[src/rtl/uart_rx_fifo_if.sv]
// uart_rx_fifo_if: groups the receiver-side write strobe, the consumer-side
// read handshake and the status outputs of uart_rx_fifo into one bundle.
// master = receiver/consumer side, slave = the FIFO itself.
interface uart_rx_fifo_if #(
    parameter int DEPTH = 16,
    parameter int WIDTH = 8
);
    localparam int CW = $clog2(DEPTH) + 1;

    logic [WIDTH-1:0] data_rx;
    logic             WR2c;
    logic             rd_en;
    logic             ovf_clr;
    logic [WIDTH-1:0] rd_data;
    logic             rd_valid;
    logic             empty;
    logic             full;
    logic [CW-1:0]    count;
    logic             overflow;
    logic [7:0]       drop_cnt;

    modport master (
        output data_rx, WR2c, rd_en, ovf_clr,
        input  rd_data, rd_valid, empty, full, count, overflow, drop_cnt
    );

    modport slave (
        input  data_rx, WR2c, rd_en, ovf_clr,
        output rd_data, rd_valid, empty, full, count, overflow, drop_cnt
    );
endinterface

[src/rtl/uart_rx_fifo.sv]
// uart_rx_fifo: circular byte buffer behind the UART receiver. Accepts one
// byte per WR2c strobe, lets the consumer pop at its own pace, and counts
// bytes dropped while full (saturating at 255).
// Optional feature: define UART_RX_FIFO_FWFT_EN for first-word-fall-through
// reads (head byte shown on rd_data whenever the FIFO is non-empty). Without
// it, rd_data is loaded on each accepted pop and rd_valid pulses one cycle.
// rst is synchronous and active-low.
module uart_rx_fifo #(
    parameter int DEPTH = 16,
    parameter int WIDTH = 8
) (
    input  logic           clk,
    input  logic           rst,
    uart_rx_fifo_if.slave  bus
);
    localparam int AW = $clog2(DEPTH);
    localparam int CW = AW + 1;
    localparam logic [AW-1:0] PTR_ONE  = AW'(1);
    localparam logic [CW-1:0] CNT_ONE  = CW'(1);
    localparam logic [CW-1:0] CNT_ZERO = CW'(0);
    localparam logic [CW-1:0] CNT_FULL = CW'(DEPTH);

    logic [WIDTH-1:0] r_mem [DEPTH];
    logic [AW-1:0]    r_wr_ptr;
    logic [AW-1:0]    r_rd_ptr;
    logic [CW-1:0]    r_count;
    logic             r_empty;
    logic             r_full;
    logic [WIDTH-1:0] r_rd_data;
    logic             r_rd_valid;
    logic             r_overflow;
    logic [7:0]       r_drop_cnt;

    logic             w_pop_acc;
    logic             w_wr_acc;
    logic             w_drop;
    logic [CW-1:0]    w_count_nxt;
    logic [AW-1:0]    w_wr_ptr_nxt;
    logic [AW-1:0]    w_rd_ptr_nxt;
    logic             w_overflow_nxt;
    logic [7:0]       w_drop_cnt_nxt;
    logic [WIDTH-1:0] w_rd_data_nxt;
    logic             w_rd_valid_nxt;

    // Handshake decode and next-state computation for pointers, count and status.
    always_comb begin
        // A pop frees a slot in the same cycle, so a write to a full FIFO
        // paired with a pop is accepted rather than dropped.
        w_pop_acc = rst & bus.rd_en & ~r_empty;
        w_wr_acc  = rst & bus.WR2c & (~r_full | w_pop_acc);
        w_drop    = rst & bus.WR2c & r_full & ~w_pop_acc;

        case ({w_wr_acc, w_pop_acc})
            2'b10:   w_count_nxt = r_count + CNT_ONE;
            2'b01:   w_count_nxt = r_count - CNT_ONE;
            default: w_count_nxt = r_count;
        endcase

        if (w_wr_acc) begin
            w_wr_ptr_nxt = r_wr_ptr + PTR_ONE;
        end else begin
            w_wr_ptr_nxt = r_wr_ptr;
        end

        if (w_pop_acc) begin
            w_rd_ptr_nxt = r_rd_ptr + PTR_ONE;
        end else begin
            w_rd_ptr_nxt = r_rd_ptr;
        end

        // A drop in the same cycle as a clear wins: the drop is recorded fresh.
        if (w_drop) begin
            w_overflow_nxt = 1'b1;
            if (bus.ovf_clr) begin
                w_drop_cnt_nxt = 8'd1;
            end else if (r_drop_cnt == 8'd255) begin
                w_drop_cnt_nxt = r_drop_cnt;
            end else begin
                w_drop_cnt_nxt = r_drop_cnt + 8'd1;
            end
        end else if (bus.ovf_clr) begin
            w_overflow_nxt = 1'b0;
            w_drop_cnt_nxt = 8'd0;
        end else begin
            w_overflow_nxt = r_overflow;
            w_drop_cnt_nxt = r_drop_cnt;
        end

`ifdef UART_RX_FIFO_FWFT_EN
        // Registered head: load the byte that will sit at rd_ptr after this
        // edge. If that slot is being written right now, take it from the
        // input since the array does not hold it yet.
        w_rd_valid_nxt = (w_count_nxt != CNT_ZERO);
        if (w_count_nxt != CNT_ZERO) begin
            if (w_wr_acc && (w_rd_ptr_nxt == r_wr_ptr)) begin
                w_rd_data_nxt = bus.data_rx;
            end else begin
                w_rd_data_nxt = r_mem[w_rd_ptr_nxt];
            end
        end else begin
            w_rd_data_nxt = r_rd_data;
        end
`else
        // Registered read: data loads on the pop edge, valid for one cycle.
        w_rd_valid_nxt = w_pop_acc;
        if (w_pop_acc) begin
            w_rd_data_nxt = r_mem[r_rd_ptr];
        end else begin
            w_rd_data_nxt = r_rd_data;
        end
`endif
    end

    // Storage array: written on accepted writes only, never reset.
    always_ff @(posedge clk) begin
        if (w_wr_acc) begin
            r_mem[r_wr_ptr] <= bus.data_rx;
        end
    end

    // Control and output registers with synchronous active-low reset.
    always_ff @(posedge clk) begin
        if (!rst) begin
            r_wr_ptr   <= '0;
            r_rd_ptr   <= '0;
            r_count    <= '0;
            r_empty    <= 1'b1;
            r_full     <= 1'b0;
            r_rd_data  <= '0;
            r_rd_valid <= 1'b0;
            r_overflow <= 1'b0;
            r_drop_cnt <= 8'd0;
        end else begin
            r_wr_ptr   <= w_wr_ptr_nxt;
            r_rd_ptr   <= w_rd_ptr_nxt;
            r_count    <= w_count_nxt;
            r_empty    <= (w_count_nxt == CNT_ZERO);
            r_full     <= (w_count_nxt == CNT_FULL);
            r_rd_data  <= w_rd_data_nxt;
            r_rd_valid <= w_rd_valid_nxt;
            r_overflow <= w_overflow_nxt;
            r_drop_cnt <= w_drop_cnt_nxt;
        end
    end

    assign bus.rd_data  = r_rd_data;
    assign bus.rd_valid = r_rd_valid;
    assign bus.empty    = r_empty;
    assign bus.full     = r_full;
    assign bus.count    = r_count;
    assign bus.overflow = r_overflow;
    assign bus.drop_cnt = r_drop_cnt;
endmodule

[src/flat_wrapper.sv]
// flat-port wrapper written by rule: the top's interface ports become plain ports
module uart_rx_fifo_flat 
#(
    parameter int DEPTH = 16,
    parameter int WIDTH = 8
)
  (clk, rst, bus_data_rx, bus_WR2c, bus_rd_en, bus_ovf_clr, bus_rd_data, bus_rd_valid, bus_empty, bus_full, bus_count, bus_overflow, bus_drop_cnt);
  uart_rx_fifo_if #(.DEPTH(DEPTH), .WIDTH(WIDTH)) bus_i ();
  input  logic clk;
  input  logic rst;
  input wire logic [$bits(bus_i.data_rx)-1:0] bus_data_rx;
  input wire logic [$bits(bus_i.WR2c)-1:0] bus_WR2c;
  input wire logic [$bits(bus_i.rd_en)-1:0] bus_rd_en;
  input wire logic [$bits(bus_i.ovf_clr)-1:0] bus_ovf_clr;
  output wire logic [$bits(bus_i.rd_data)-1:0] bus_rd_data;
  output wire logic [$bits(bus_i.rd_valid)-1:0] bus_rd_valid;
  output wire logic [$bits(bus_i.empty)-1:0] bus_empty;
  output wire logic [$bits(bus_i.full)-1:0] bus_full;
  output wire logic [$bits(bus_i.count)-1:0] bus_count;
  output wire logic [$bits(bus_i.overflow)-1:0] bus_overflow;
  output wire logic [$bits(bus_i.drop_cnt)-1:0] bus_drop_cnt;
  assign bus_i.data_rx = bus_data_rx;
  assign bus_i.WR2c = bus_WR2c;
  assign bus_i.rd_en = bus_rd_en;
  assign bus_i.ovf_clr = bus_ovf_clr;
  assign bus_rd_data = bus_i.rd_data;
  assign bus_rd_valid = bus_i.rd_valid;
  assign bus_empty = bus_i.empty;
  assign bus_full = bus_i.full;
  assign bus_count = bus_i.count;
  assign bus_overflow = bus_i.overflow;
  assign bus_drop_cnt = bus_i.drop_cnt;
  uart_rx_fifo #(.DEPTH(DEPTH), .WIDTH(WIDTH)) u_core (.clk(clk), .rst(rst), .bus(bus_i));
endmodule
[config.mk]
export PLATFORM = sky130hd
export DESIGN_NAME = uart_rx_fifo_flat
export DESIGN_NICKNAME = d
export VERILOG_FILES = /design/src/rtl/uart_rx_fifo_if.sv /design/src/rtl/uart_rx_fifo.sv /design/src/flat_wrapper.sv
export SDC_FILE = /design/constraint.sdc
export NUM_CORES = 1
export LEC_CHECK = 0
export CAP_MARGIN = 20
export CELL_PAD_IN_SITES_DETAIL_PLACEMENT = 1
export CELL_PAD_IN_SITES_GLOBAL_PLACEMENT = 2
export CORE_MARGIN = 1
export CORE_UTILIZATION = 44
export DETAILED_ROUTE_END_ITERATION = 10
export PLACE_DENSITY = 0.83
export SYNTH_ARGS = -nofsm -noshare
export SYNTH_HDL_FRONTEND = slang
export SYNTH_SLANG_ARGS = --single-unit
[constraint.sdc]
create_clock -name clk -period 3.3 [get_ports clk]
set_input_delay 0.33 -clock clk [delete_from_list [all_inputs] [get_ports clk]]
set_output_delay 0.33 -clock clk [all_outputs]
set_load 0.1 [all_outputs]
Word-level counts from Yosys, hierarchy flattened
Memory sizes are Yosys's and may differ from the RTL's. A register that Yosys moved wholly into a read port is not among the register bits. Index checks and enable logic that the tools add are counted.

$add $sub $neg: 5. Equal/unequal tests: 5. Mux-type cells: 9. Bitwise operators: 10. Reduce and logical (&&, ||, !) cells: 4.

Operators by type and width (count): two-way mux 8 bit (4); one-hot mux 5 bit (2 select lines) (1); adder 4 x 1 -> 4 bit, second input constant (2); adder 8 x 1 -> 8 bit, second input constant (1); == test 8 bit, second input constant (1); AND 1 bit (6); adder 5 x 1 -> 5 bit, second input constant (1); == test 5 bit, second input constant (1); logical NOT 5 bit (1); subtractor 5 x 1 -> 5 bit, second input constant (1); two-way mux 1 bit (4); inverter 1 bit (3); == test 2 x 1 -> 1 bit, second input constant (1); == test 2 bit, second input constant (1); != test 2 bit, second input constant (1); AND reduction 2 bit (1); nonzero test 2 bit (1); logical NOT 1 bit (1); OR 1 bit (1).

Flip-flop bits (word level): 25. RAM bits: 128. Input bits: 13. Output and inout bits: 25. Logic and storage cells: 42. Memories kept: 1.

Memory list: u_core.r_mem (depth 16, width 8, read ports 1, clocked after Yosys merged registers in 1, write ports 1, line uart_rx_fifo.sv:23) `logic [WIDTH-1:0] r_mem [DEPTH];`.

Depth between registers and ports, before layout
Gate-level depths: netlist of run 1.

Depth in word-level cells: 7. Depth in mapped cells: 13. Gate-level depth less buffers: 11.

Least setup slack after synthesis of run 1
Ideal clock, no wire load.

Path type: register -> register. From: register u_core.r_empty, in the netlist u_core.bus.empty. To: register u_core.r_empty, in the netlist u_core.bus.empty. Setup time: 70 ps. Arrival time: 3076 ps. Data required time: 3230 ps. Slack: 154 ps. Cell stages (with the launch flop): 13. Buffers on the path: 1. Clock period less this slack: 3146 ps. Cells stage by stage: dfxtp_1 -> and2b_1 -> nand2_2 -> inv_1 -> ha_1 -> clkbuf_1 -> xor2_1 -> ha_1 -> a21oi_1 -> mux2i_1 -> xor2_1 -> o211ai_1 -> a21oi_1.

Cells in the longest elaborated chain, start to end: 7. Elaborated cells between the ends (all ways): 8. Those cells by class: eq/ne: 2; mux: 1; bitwise: 4; reduce/logical: 1.

RTL lines: from (decl) (line uart_rx_fifo.sv:27) `logic r_empty;`; from (signal assigned) (line uart_rx_fifo.sv:137) `r_empty <= (w_count_nxt == CNT_ZERO);`; inverter 1 bit (*) (line uart_rx_fifo.sv:49) `w_pop_acc = rst & bus.rd_en & ~r_empty;`; AND 1 bit (*) (line uart_rx_fifo.sv:49); via u_core.w_pop_acc (line uart_rx_fifo.sv:34) `logic w_pop_acc;`; OR 1 bit (line uart_rx_fifo.sv:50) `w_wr_acc = rst & bus.WR2c & (~r_full | w_pop_acc);`; AND 1 bit (line uart_rx_fifo.sv:50); == test 2 x 1 -> 1 bit / == test 2 bit (equally long branches) (line uart_rx_fifo.sv:53) `case ({w_wr_acc, w_pop_acc})`; one-hot mux 5 bit (2 select lines) (*) (line uart_rx_fifo.sv:53); logical NOT 5 bit (*) (line uart_rx_fifo.sv:137).

Mark *: on every way through the listed nets, which the timed path passes. The rest lies on a longest branch. A chain may end at the register's enable or synchronous reset.

Worst setup path in the final report of run 1
From: input port rst. To: register u_core.r_empty, in the netlist u_core.bus.empty.

Cells in the longest elaborated chain, start to end: 7. Elaborated cells between the ends (all ways): 9. Those cells by class: eq/ne: 2; mux: 1; bitwise: 5; reduce/logical: 1.

RTL lines: from (decl) (line flat_wrapper.sv:10) `input logic rst;`; AND 1 bit (2 in series) (line uart_rx_fifo.sv:49); OR 1 bit (line uart_rx_fifo.sv:50); AND 1 bit (line uart_rx_fifo.sv:50); == test 2 x 1 -> 1 bit / == test 2 bit (equally long branches) (line uart_rx_fifo.sv:53); one-hot mux 5 bit (2 select lines) (line uart_rx_fifo.sv:53); logical NOT 5 bit (line uart_rx_fifo.sv:137).

Several ways; a longest one is shown, not always the timed one.

==> flow_summary_export.csv, run 1 <==
group,metric,value,unit
route,avgViaCountPerCell,5.51,
worst_setup_path,crit_path_end_kind,"flop",
worst_setup_path,max_stage_delay,0.52,ns
floorplanning,io_pins,38,
sta,worst_hold_slack,0.479,ns
sta,tightest_slew,0.970,ns
place,portBuffers,37,
run,drv_cap,0,
clock_tree,clkTransAtPathRegs,0.06,ns
yosys,synth.yosys.seq_area_share,68.2,%
yosys,yosysWarningCount,0,
yosys,synth_edf_count,128,
route,wire_per_inst,20.8,µm
worst_hold_path,hp-class,"flop to flop",
sta,slew_headroom,35.1,%
worst_setup_path,path_depth,12,
sta,hold_viol,0,
worst_setup_path,crit_buf_inv,2,
clock_tree,cts.sinks,161,
floorplanning,fp-row-count,44,
worst_setup_path,critPathCapture,"u_core.bus.empty$_SDFF_PN1_",
pwr,powerDensity,576,nW/µm²
clock_tree,cts_tree,"built",
sta,drv_slew,0,
worst_setup_path,path_delay_family,"buffers and inverters",
route,wl,13500,µm
yosys,yosysUniqueCellTypes,49,
floorplanning,die_x,124,µm
worst_setup_path,setup.worst_path.class,"primary input to flop",
route,drc,0,
cells_and_area,area_delta_synth_final,17.0,%
worst_setup_path,r2r-end,"u_core.bus.empty$_SDFF_PN1_",
cells_and_area,fin_nets,472,
route,num_vias,3558,
floorplanning,core_area,14600,µm²
clock_tree,clock_path_buffers,2,
route,drt_pass1_iterations,5,
pwr,p_total,4.45,mW
worst_setup_path,r2r_setup_slack,0.81,ns
place,post-place-ws,0.369,ns
yosys,synthesis.area,6600,µm²
yosys,async_flop_share,0,%
yosys,ys_ff_latch,161,
yosys,syn_inst,395,
global_route,antenna_found_initial,0,
global_route,grt-ovfl-total,0,
worst_setup_path,cp.arrival,2.85,ns
route,drt_iter0_drc,185,
worst_setup_path,crit_required,3.65,ns
sta,fin_tns_setup,0,ns
sta,min_period_over_period,75.7,%
pwr,vdd_ir_drop_max,0.000362,V
yosys,syn_nets,418,
worst_hold_path,hp-start,"u_core.bus.overflow$_SDFFE_PN0P_",
worst_setup_path,reg2reg_depth,11,
floorplanning,initial_core_util,45.2,%
sta,timing.final.ws_setup,0.801,ns
sta,fin_crit,2.50,ns
worst_setup_path,worstSetupStartpoint,"rst",
sta,rsz0062_at_grt,"false",
yosys,synthFlopType,"edfxtp_1",
worst_setup_path,worstPathCellList,"clkdlybuf4s50_1 > nand2_1 > a21oi_2 > inv_1 > ha_1 > xor2_1 > ha_1 > a21oi_1 > mux2i_1 > xor2_1 > o211ai_1 > a21oi_1",
worst_setup_path,start_kind,"primary input",
global_route,grt_pass1_vias,3774,
floorplanning,die_h,124,µm
route,ant_nets,0,
clock_tree,ctsRootBufferMaster,"clkbuf_16",
clock_tree,holdBufCountCts,0,
cells_and_area,antenna_cells,0,
worst_setup_path,reg2reg_from,"u_core.bus.empty$_SDFF_PN1_",
global_route,grt_pass1_wl,21300,µm
cells_and_area,drive_gt1_share,16.7,%
clock_tree,cts_htree_levels,4,
clock_tree,cts_buffers,17,
floorplanning,dieArea,15500,µm²
sta,skew,0.0170,ns
place,gp_congestion,0.719,
cells_and_area,fillCellCount,1342,
outcome,status,"finished clean",
pwr,leakage,2.56,nW
yosys,postSynthAreaPerCell,16.7,µm²
global_route,grt_use_total,18.7,%
clock_tree,postCtsSetupBuffers,0,
worst_setup_path,crit_slowest_cell,"clkdlybuf4s50_1",
clock_tree,ctsResizeCount,0,
sta,setup_viol,0,
clock_tree,worst_skew_pair.late_latency,0.43,ns
place,dpl.hpwl,8930,µm
sta,max_freq,400,MHz
global_route,grt_max_degree,36,
worst_setup_path,cp_max_fo,10,
## placed cells by master, fill, tap and decap left out, types with 12 or more instances in the layout
cell type        netlist  final
mux4_2                21     21
nand2_1               19     19
edfxtp_1             128    128
dfxtp_1               33     32
a21oi_1               12     12
clkdlybuf4s50_1        0     37
buf_4                  2     20
nor2_1                24     24
clkbuf_16              0     17
a22oi_1               16     16
## through the flow
stage / cell area (µm²) / std cells / util [%]
after CTS: 7720 / 646 / 52.9
final: 7720 / 646 / 52.9
after floorplan: 6600 / 395 / -
after detailed placement: 7190 / 614 / 49.3
after global placement: 7190 / 614 / 49.3
after global routing: 7720 / 646 / 52.9
## routing by layer
layer | up-vias | share of wire, % | GRT usage [%]
li1 | 1660 | - | -
met1 | 1819 | 45 | 24.4
met2 | 67 | 49 | 29.8
met3 | 12 | 3.8 | 4.60
met4 | 0 | 1.7 | 8.01
met5 | - | 0 | 0
## report_power, final
group / total [mW] / switching (mW) / internal (mW)
registers: 2.26 / 0.0435 / 2.22
clock network: 1.77 / 0.800 / 0.968
logic: 0.418 / 0.252 / 0.165
## worst min-delay path by stage
| stage | to | depth (start not counted) |
|---|---|---|
| floorplan | u_core.r_mem[0][0]$_DFFE_PP_ | 0 |
| global placement | u_core.bus.rd_data[2]$_SDFFE_PN0P_ | 1 |
| detailed placement | u_core.bus.rd_data[2]$_SDFFE_PN0P_ | 1 |
| CTS | u_core.bus.rd_data[2]$_SDFFE_PN0P_ | 1 |
| global route | u_core.bus.rd_data[5]$_SDFFE_PN0P_ | 1 |
| finish | u_core.bus.overflow$_SDFFE_PN0P_ | 2 |
## worst reg2reg max path: stages (launching register included)
cell,delay [ns]
dfxtp_1,0.32
nand2b_1,0.18
a21oi_2,0.17
inv_1,0.08
ha_1,0.31
xor2_1,0.21
ha_1,0.22
a21oi_1,0.15
mux2i_1,0.23
xor2_1,0.26
o211ai_1,0.13
a21oi_1,0.16
## state kept, by name, indices dropped and copies added (netlist names)
signal               count
u_core.bus.count         5
u_core.bus.drop_cnt      8
u_core.bus.empty         1
u_core.bus.full          1
u_core.bus.overflow      1
u_core.bus.rd_data       8
u_core.bus.rd_valid      1
u_core.r_mem           128
u_core.r_rd_ptr          4
u_core.r_wr_ptr          4
## Yosys cell counts (all sizes together), types with 6 or more instances
cell	n	share of area [%]
nor3	11	0.83
inv	6	0.34
a21oi	13	1.0
nand2	20	1.2
xnor2	11	1.5
edfxtp	128	58
a31o	8	1.1
mux4	32	12
a22oi	16	1.8
ha	10	1.9
dfxtp	33	10
and2	11	1.0
clkbuf	9	0.57
buf	11	1.6
nor2	24	1.4
## kinds of logic after synthesis
logic type | Yosys count | synth area share [%]
multiplexers | 36 | 12.2
adder cells (fa/ha/maj) | 10 | 1.90
AND/OR/NAND/NOR | 95 | 7.51
buffers and inverters | 28 | 2.84
flip-flops | 161 | 68.2
AO/OA/AOI/OAI | 51 | 5.50
XOR/XNOR | 14 | 1.86
## layout make-up
| type | count | area (µm²) | share of cell area, % |
|---|---|---|---|
| timing repair buffer | 57 | 520 | 6.74 |
| clock buffer | 18 | 429 | 5.56 |
| clock inverter | 14 | 106 | 1.38 |
| tap | 184 | 230 | 2.98 |
| sequential | 161 | 4510 | 58.3 |
| inverter | 6 | 22.5 | 0.292 |
| multi-input combinational | 206 | 1910 | 24.7 |
No activity file was read; power rests on OpenSTA's default activity.
==> run 2, diff against run 1 <==
--- a/config.mk
+++ b/config.mk
@@ -9,9 +9,9 @@
 export CELL_PAD_IN_SITES_DETAIL_PLACEMENT = 1
 export CELL_PAD_IN_SITES_GLOBAL_PLACEMENT = 2
 export CORE_MARGIN = 1
-export CORE_UTILIZATION = 44
+export CORE_UTILIZATION = 40
 export DETAILED_ROUTE_END_ITERATION = 10
-export PLACE_DENSITY = 0.83
+export PLACE_DENSITY = 0.8
 export SYNTH_ARGS = -nofsm -noshare
 export SYNTH_HDL_FRONTEND = slang
 export SYNTH_SLANG_ARGS = --single-unit
==> constraint.sdc (replaced) <==
create_clock -name clk -period 2.1 [get_ports clk]
set_input_delay 0.21 -clock clk [delete_from_list [all_inputs] [get_ports clk]]
set_output_delay 0.21 -clock clk [all_outputs]
set_load 0.1 [all_outputs]
==> flow_summary_export.csv, run 2 (synthesized netlist as in run 1, its figures left out) <==
group,metric,value,unit
clock_tree,cts_tree,"built",
sta,drv_slew,0,
floorplanning,die_h,130,µm
pwr,p_seq_share,49.7,%
worst_setup_path,crit_slowest_cell,"dfxtp_4",
global_route,grt_max_degree,36,
cells_and_area,fin_nets,498,
worst_setup_path,crit_required,2.46,ns
floorplanning,initial_core_util,41.2,%
worst_hold_path,hp-class,"flop to flop",
cells_and_area,final_cell_mix,"edfxtp_1, buf_4, dfxtp_1, nor2_1, mux4_2",
pwr,powerDensity,888,nW/µm²
outcome,violations,"negative setup slack",
global_route,grt_pass1_vias,3951,
global_route,grt_use_met3,4.72,%
global_route,grt-busiest-layer,"met2",
pwr,p_comb_share,10.8,%
outcome,status,"complete, but fails checks",
worst_setup_path,setup.worst_path.class,"flop to flop",
clock_tree,cts_htree_levels,4,
worst_setup_path,crit_path_end_kind,"flop",
worst_setup_path,start_kind,"flop",
place,gp_congestion,0.770,
global_route,grt_use_total,18.3,%
floorplanning,dieArea,17000,µm²
clock_tree,ctsRootBufferMaster,"clkbuf_16",
pwr,pwr-share-clk,39.5,%
place,portBuffers,37,
sta,max_freq,440,MHz
place,placed_cell_area,7380,µm²
cells_and_area,regMostFlops,"u_core.r_mem",
route,drc,0,
worst_setup_path,path_delay_family,"compound AO/OA/AOI/OAI gates",
worst_setup_path,cp.arrival,2.64,ns
pwr,leakage,2.77,nW
clock_tree,clock_path_buffers,2,
route,num_vias,3756,
sta,fin_crit,2.27,ns
cells_and_area,fillCellCount,1576,
pwr,p_sw_share,25.0,%
route,ant_nets,0,
place,post-place-ws,-0.487,ns
global_route,grt_pass1_wl,22300,µm
sta,setup_viol,5,
clock_tree,clkTransAtPathRegs,0.06,ns
global_route,grt-ovfl-total,0,
sta,slew_headroom,50.8,%
pwr,netSwitchingPower,1.78,mW
cells_and_area,largest_reg_flops,128,
sta,skew,0.00828,ns
cells_and_area,final_common_cell,"edfxtp_1",
clock_tree,holdBufCountCts,0,
global_route,met2_usage,30.2,%
floorplanning,core_area,16000,µm²
cells_and_area,area_delta_synth_final,21.3,%
sta,timing.final.ws_setup,-0.174,ns
worst_setup_path,worstPathCellList,"nand2b_4 > a21oi_4 > inv_2 > ha_4 > xor2_2 > ha_2 > a21oi_2 > mux2i_1 > xor2_1 > buf_4 > o2111a_1",
route,wire_per_inst,20.1,µm
floorplanning,fp-row-count,46,
floorplanning,io_pins,38,
floorplanning,die_x,130,µm
sta,hold_viol,0,
route,drt_pass1_iterations,4,
pwr,internal-power,5.33,mW
run,drv_cap,0,
worst_setup_path,cp_max_fo,5,
cells_and_area,design_area,8010,µm²
clock_tree,worst_skew_pair.late_latency,0.43,ns
pwr,vdd_ir_drop_max,0.000564,V
clock_tree,cts.sinks,161,
global_route,grtUsageMet1,23.5,%
global_route,antenna_found_initial,0,
worst_setup_path,max_stage_delay,0.35,ns
route,wl,14200,µm
worst_setup_path,crit_buf_inv,2,
sta,min_period_over_period,108,%
place,dpl.hpwl,9280,µm
sta,rsz0062_at_grt,"true",
route,avgViaCountPerCell,5.34,
cells_and_area,antenna_cells,0,
sta,tightest_slew,0.735,ns
clock_tree,cts_buffers,17,
route,drt_iter0_drc,292,
cells_and_area,drive_gt1_share,29.5,%
run 2: changes by cell type in the layout (fill, tap and decap cells not counted), moves of 2 or more:
cell and delta:
buf_4 +46, dfxtp_2 +4, buf_12 +2, clkinvlp_4 -3, ha_1 -2, buf_6 +3
dfxtp_1 -5, inv_1 -2, clkdlybuf4s50_1 -25
run 2: layer usage:
layer	wire length (µm)	part of all wire, %
met4	187	1.3
met1	6270	44
met3	591	4.2
met5	0	0
met2	7130	50
run 2: cell type report:
class	instances	area, µm²	area share, %
Inverter	6	25.0	0.313
Sequential cell	161	4510	56.4
Tap cell	216	270	3.38
Timing Repair Buffer	83	689	8.61
Multi-Input combinational cell	206	1970	24.6
Clock inverter	14	109	1.36
Clock buffer	18	429	5.36
run 2: path summary, 6_finish.rpt:
check,cells past startpoint,slack [ns],startpoint,end
min,1,0.48,u_core.bus.rd_data[1]$_SDFFE_PN0P_,u_core.bus.rd_data[1]$_SDFFE_PN0P_
max,11,-0.17,u_core.bus.empty$_SDFF_PN1_,u_core.bus.full$_SDFF_PN0_
min reg2reg,1,0.48,u_core.bus.rd_data[1]$_SDFFE_PN0P_,u_core.bus.rd_data[1]$_SDFFE_PN0P_
max reg2reg,11,-0.17,u_core.bus.empty$_SDFF_PN1_,u_core.bus.full$_SDFF_PN0_
run 2: what timing repair did:
| action | 4_1_cts | 5_1_grt |
|---|---|---|
| resized for setup | 3 | 4 |
| endpoints found under the hold margin | 0 | 0 |
| pin swaps | 4 | 6 |
| setup buffers | 5 | 2 |
| setup endpoints to repair | 3 | 6 |
run 2: through the flow:
stage	util, %	instances	setup TNS, ns	power [mW]	hold WS [ns]
global placement	46.1	665	-1.36	4.33	0.464
floorplan	-	395	-1.31	4.14	0.309
CTS	49.8	702	-0.490	7.18	0.489
finish	50.0	704	-0.530	7.11	0.481
detailed placement	46.1	665	-2.11	4.35	0.474
global route	50.0	704	-1.18	7.35	0.505
run 2: power by group through the flow:
stage                     combinational (mW)  clock, mW  sequential (mW)
after floorplan                        0.362          0             3.77
after global placement                 0.732          0             3.60
after detailed placement               0.750          0             3.60
after CTS                              0.766       2.88             3.53
after global routing                   0.823       2.99             3.54
final                                  0.769       2.81             3.53
==> run 3, diff against run 2 <==
--- a/config.mk
+++ b/config.mk
@@ -8,10 +8,9 @@
 export CAP_MARGIN = 20
 export CELL_PAD_IN_SITES_DETAIL_PLACEMENT = 1
 export CELL_PAD_IN_SITES_GLOBAL_PLACEMENT = 2
-export CORE_MARGIN = 1
 export CORE_UTILIZATION = 40
 export DETAILED_ROUTE_END_ITERATION = 10
-export PLACE_DENSITY = 0.8
+export PLACE_DENSITY_LB_ADDON = 0.1
 export SYNTH_ARGS = -nofsm -noshare
 export SYNTH_HDL_FRONTEND = slang
 export SYNTH_SLANG_ARGS = --single-unit
==> flow_summary_export.csv, run 3 (synthesized netlist as in run 1, its figures left out) <==
group,metric,value,unit
outcome,status,"complete, but fails checks",
outcome,violations,"negative setup slack",
route,wl,14700,µm
worst_hold_path,hold_depth,2,
sta,timing.final.ws_setup,-0.0970,ns
cells_and_area,antenna_cells,0,
clock_tree,worst_skew_pair.late_latency,0.44,ns
clock_tree,ctsRootBufferMaster,"clkbuf_16",
worst_setup_path,r2r-end,"u_core.bus.empty$_SDFF_PN1_",
worst_setup_path,reg2reg_depth,11,
floorplanning,initial_core_util,41.2,%
pwr,leakage,2.82,nW
cells_and_area,fin_nets,504,
global_route,grt_use_total,18.9,%
route,wl_met3,783,µm
route,topRoutingLayerUsed,"met4",
worst_hold_path,holdPathEnd,"u_core.bus.overflow$_SDFFE_PN0P_",
sta,drv_slew,0,
route,wire_per_inst,20.7,µm
sta,min_period_over_period,105,%
route,avgViaCountPerCell,5.23,
cells_and_area,final_common_cell,"edfxtp_1",
global_route,grt_pass1_vias,3756,
cells_and_area,area_delta_synth_final,22.7,%
sta,fin_crit,2.20,ns
worst_setup_path,cp_max_fo,5,
route,drt_pass1_iterations,4,
sta,skew,0.0217,ns
sta,rsz0062_at_grt,"true",
clock_tree,clkTransAtPathRegs,0.07,ns
clock_tree,clock_path_buffers,2,
sta,max_freq,455,MHz
clock_tree,holdBufCountCts,0,
cells_and_area,final_cell_mix,"edfxtp_1, buf_4, dfxtp_1, nor2_1, mux4_2",
run,drv_cap,0,
place,portBuffers,37,
floorplanning,die_x,130,µm
route,num_vias,3711,
worst_setup_path,crit_required,2.47,ns
floorplanning,io_pins,38,
cells_and_area,regMostFlops,"u_core.r_mem",
cells_and_area,fin_cells,710,
cells_and_area,largest_reg_flops,128,
floorplanning,dieArea,17000,µm²
route,drc,0,
place,post-place-ws,-0.466,ns
worst_setup_path,cp.arrival,2.57,ns
global_route,grt_pass1_wl,22400,µm
floorplanning,fp-row-count,46,
global_route,antenna_found_initial,0,
route,met2_length,7210,µm
sta,setup_viol,3,
worst_hold_path,hp-class,"flop to flop",
sta,fin_tns_setup,-0.221,ns
sta,worst_hold_slack,0.479,ns
clock_tree,cts_buffers,17,
floorplanning,die_h,130,µm
route,drt_iter0_drc,248,
pwr,powerDensity,923,nW/µm²
place,dpl.hpwl,9530,µm
place,dp.cells,672,
clock_tree,cts.sinks,161,
cells_and_area,drive_gt1_share,30.4,%
worst_setup_path,setup.worst_path.class,"flop to flop",
clock_tree,cts_tree,"built",
route,ant_nets,0,
floorplanning,core_area,16000,µm²
clock_tree,cts_htree_levels,4,
route,wl_met1,6490,µm
worst_hold_path,hp-start,"u_core.bus.overflow$_SDFFE_PN0P_",
worst_setup_path,crit_path_end_kind,"flop",
worst_setup_path,start_kind,"flop",
worst_setup_path,reg2reg_from,"u_core.bus.empty$_SDFF_PN1_",
sta,tightest_slew,0.607,ns
global_route,grt-ovfl-total,0,
place,gp_congestion,0.737,
sta,slew_headroom,59.4,%
worst_setup_path,r2r_setup_slack,-0.1,ns
global_route,grt_max_degree,36,
sta,hold_viol,0,
pwr,vdd_ir_drop_max,0.000643,V
cells_and_area,fillCellCount,1563,
[run 3: cell types whose count changed in the layout (fill, tap and decap cells not counted), sizes merged]
cell	delta
clkinvlp	+5
clkinv	-4
bufinv	+3
inv	-3
clkbuf	-1
buf	+6
[run 3: stage by stage]
stage               util [%]  cell area (µm²)  total power, mW
floorplan                  -             6660             4.14
global placement        46.5             7440             4.35
detailed placement      46.5             7440             4.37
CTS                     50.4             8070             7.58
global route            50.6             8100             7.73
finish                  50.6             8100             7.47
[run 3: repair_timing]
| action | 4_1_cts | 5_1_grt |
|---|---|---|
| setup buffers | 2 | 4 |
| resized for setup | 1 | 0 |
| setup endpoints to repair | 3 | 4 |
| pin swaps | 0 | 3 |
| cloned | 0 | 0 |
[run 3: cell type report]
class | instances | area [µm²] | share of cell area, %
clock inverter | 15 | 186 | 2.30
tap | 216 | 270 | 3.34
inverter | 6 | 25.0 | 0.309
timing repair buffer | 89 | 723 | 8.93
clock buffer | 17 | 425 | 5.25
multi-input combinational | 206 | 1950 | 24.1
sequential | 161 | 4510 | 55.8
[run 3: per-layer routing]
layer,vias to the layer above,GRT usage [%]
li1,1727,-
met1,1883,25.4
met2,85,30.2
met3,16,4.52
met4,0,6.63
met5,-,0
[run 3: how the worst max path moves through the flow]
stage	end	cells past startpoint	startpoint	slack, ns
6_report	u_core.bus.empty$_SDFF_PN1_	11	u_core.bus.empty$_SDFF_PN1_	-0.1
5_1_grt	u_core.bus.empty$_SDFF_PN1_	11	u_core.bus.empty$_SDFF_PN1_	-0.23
4_1_cts	u_core.bus.empty$_SDFF_PN1_	11	u_core.bus.empty$_SDFF_PN1_	-0.12
3_5_place_dp	u_core.bus.empty$_SDFF_PN1_	12	bus_rd_en	-0.47
3_3_place_gp	u_core.bus.empty$_SDFF_PN1_	12	bus_rd_en	-0.34
2_1_floorplan	u_core.bus.empty$_SDFF_PN1_	12	u_core.bus.empty$_SDFF_PN1_	-0.41
[run 3: worst max-delay path, stage by stage (launching register included)]
cell      delay (ns)
dfxtp_4         0.36
and2b_2         0.24
nand2_4         0.08
inv_4           0.04
ha_4            0.17
xor2_1          0.16
ha_2            0.20
a21oi_2         0.13
mux2i_1         0.23
xor2_1          0.27
o211ai_1        0.13
a21oi_1         0.14
[run 3: power by group]
group	internal [mW]	total [mW]	leakage, nW	switching, mW
Clock	1.88	3.18	0.280	1.30
Sequential	3.49	3.53	1.42	0.0365
Combinational	0.309	0.766	1.11	0.456
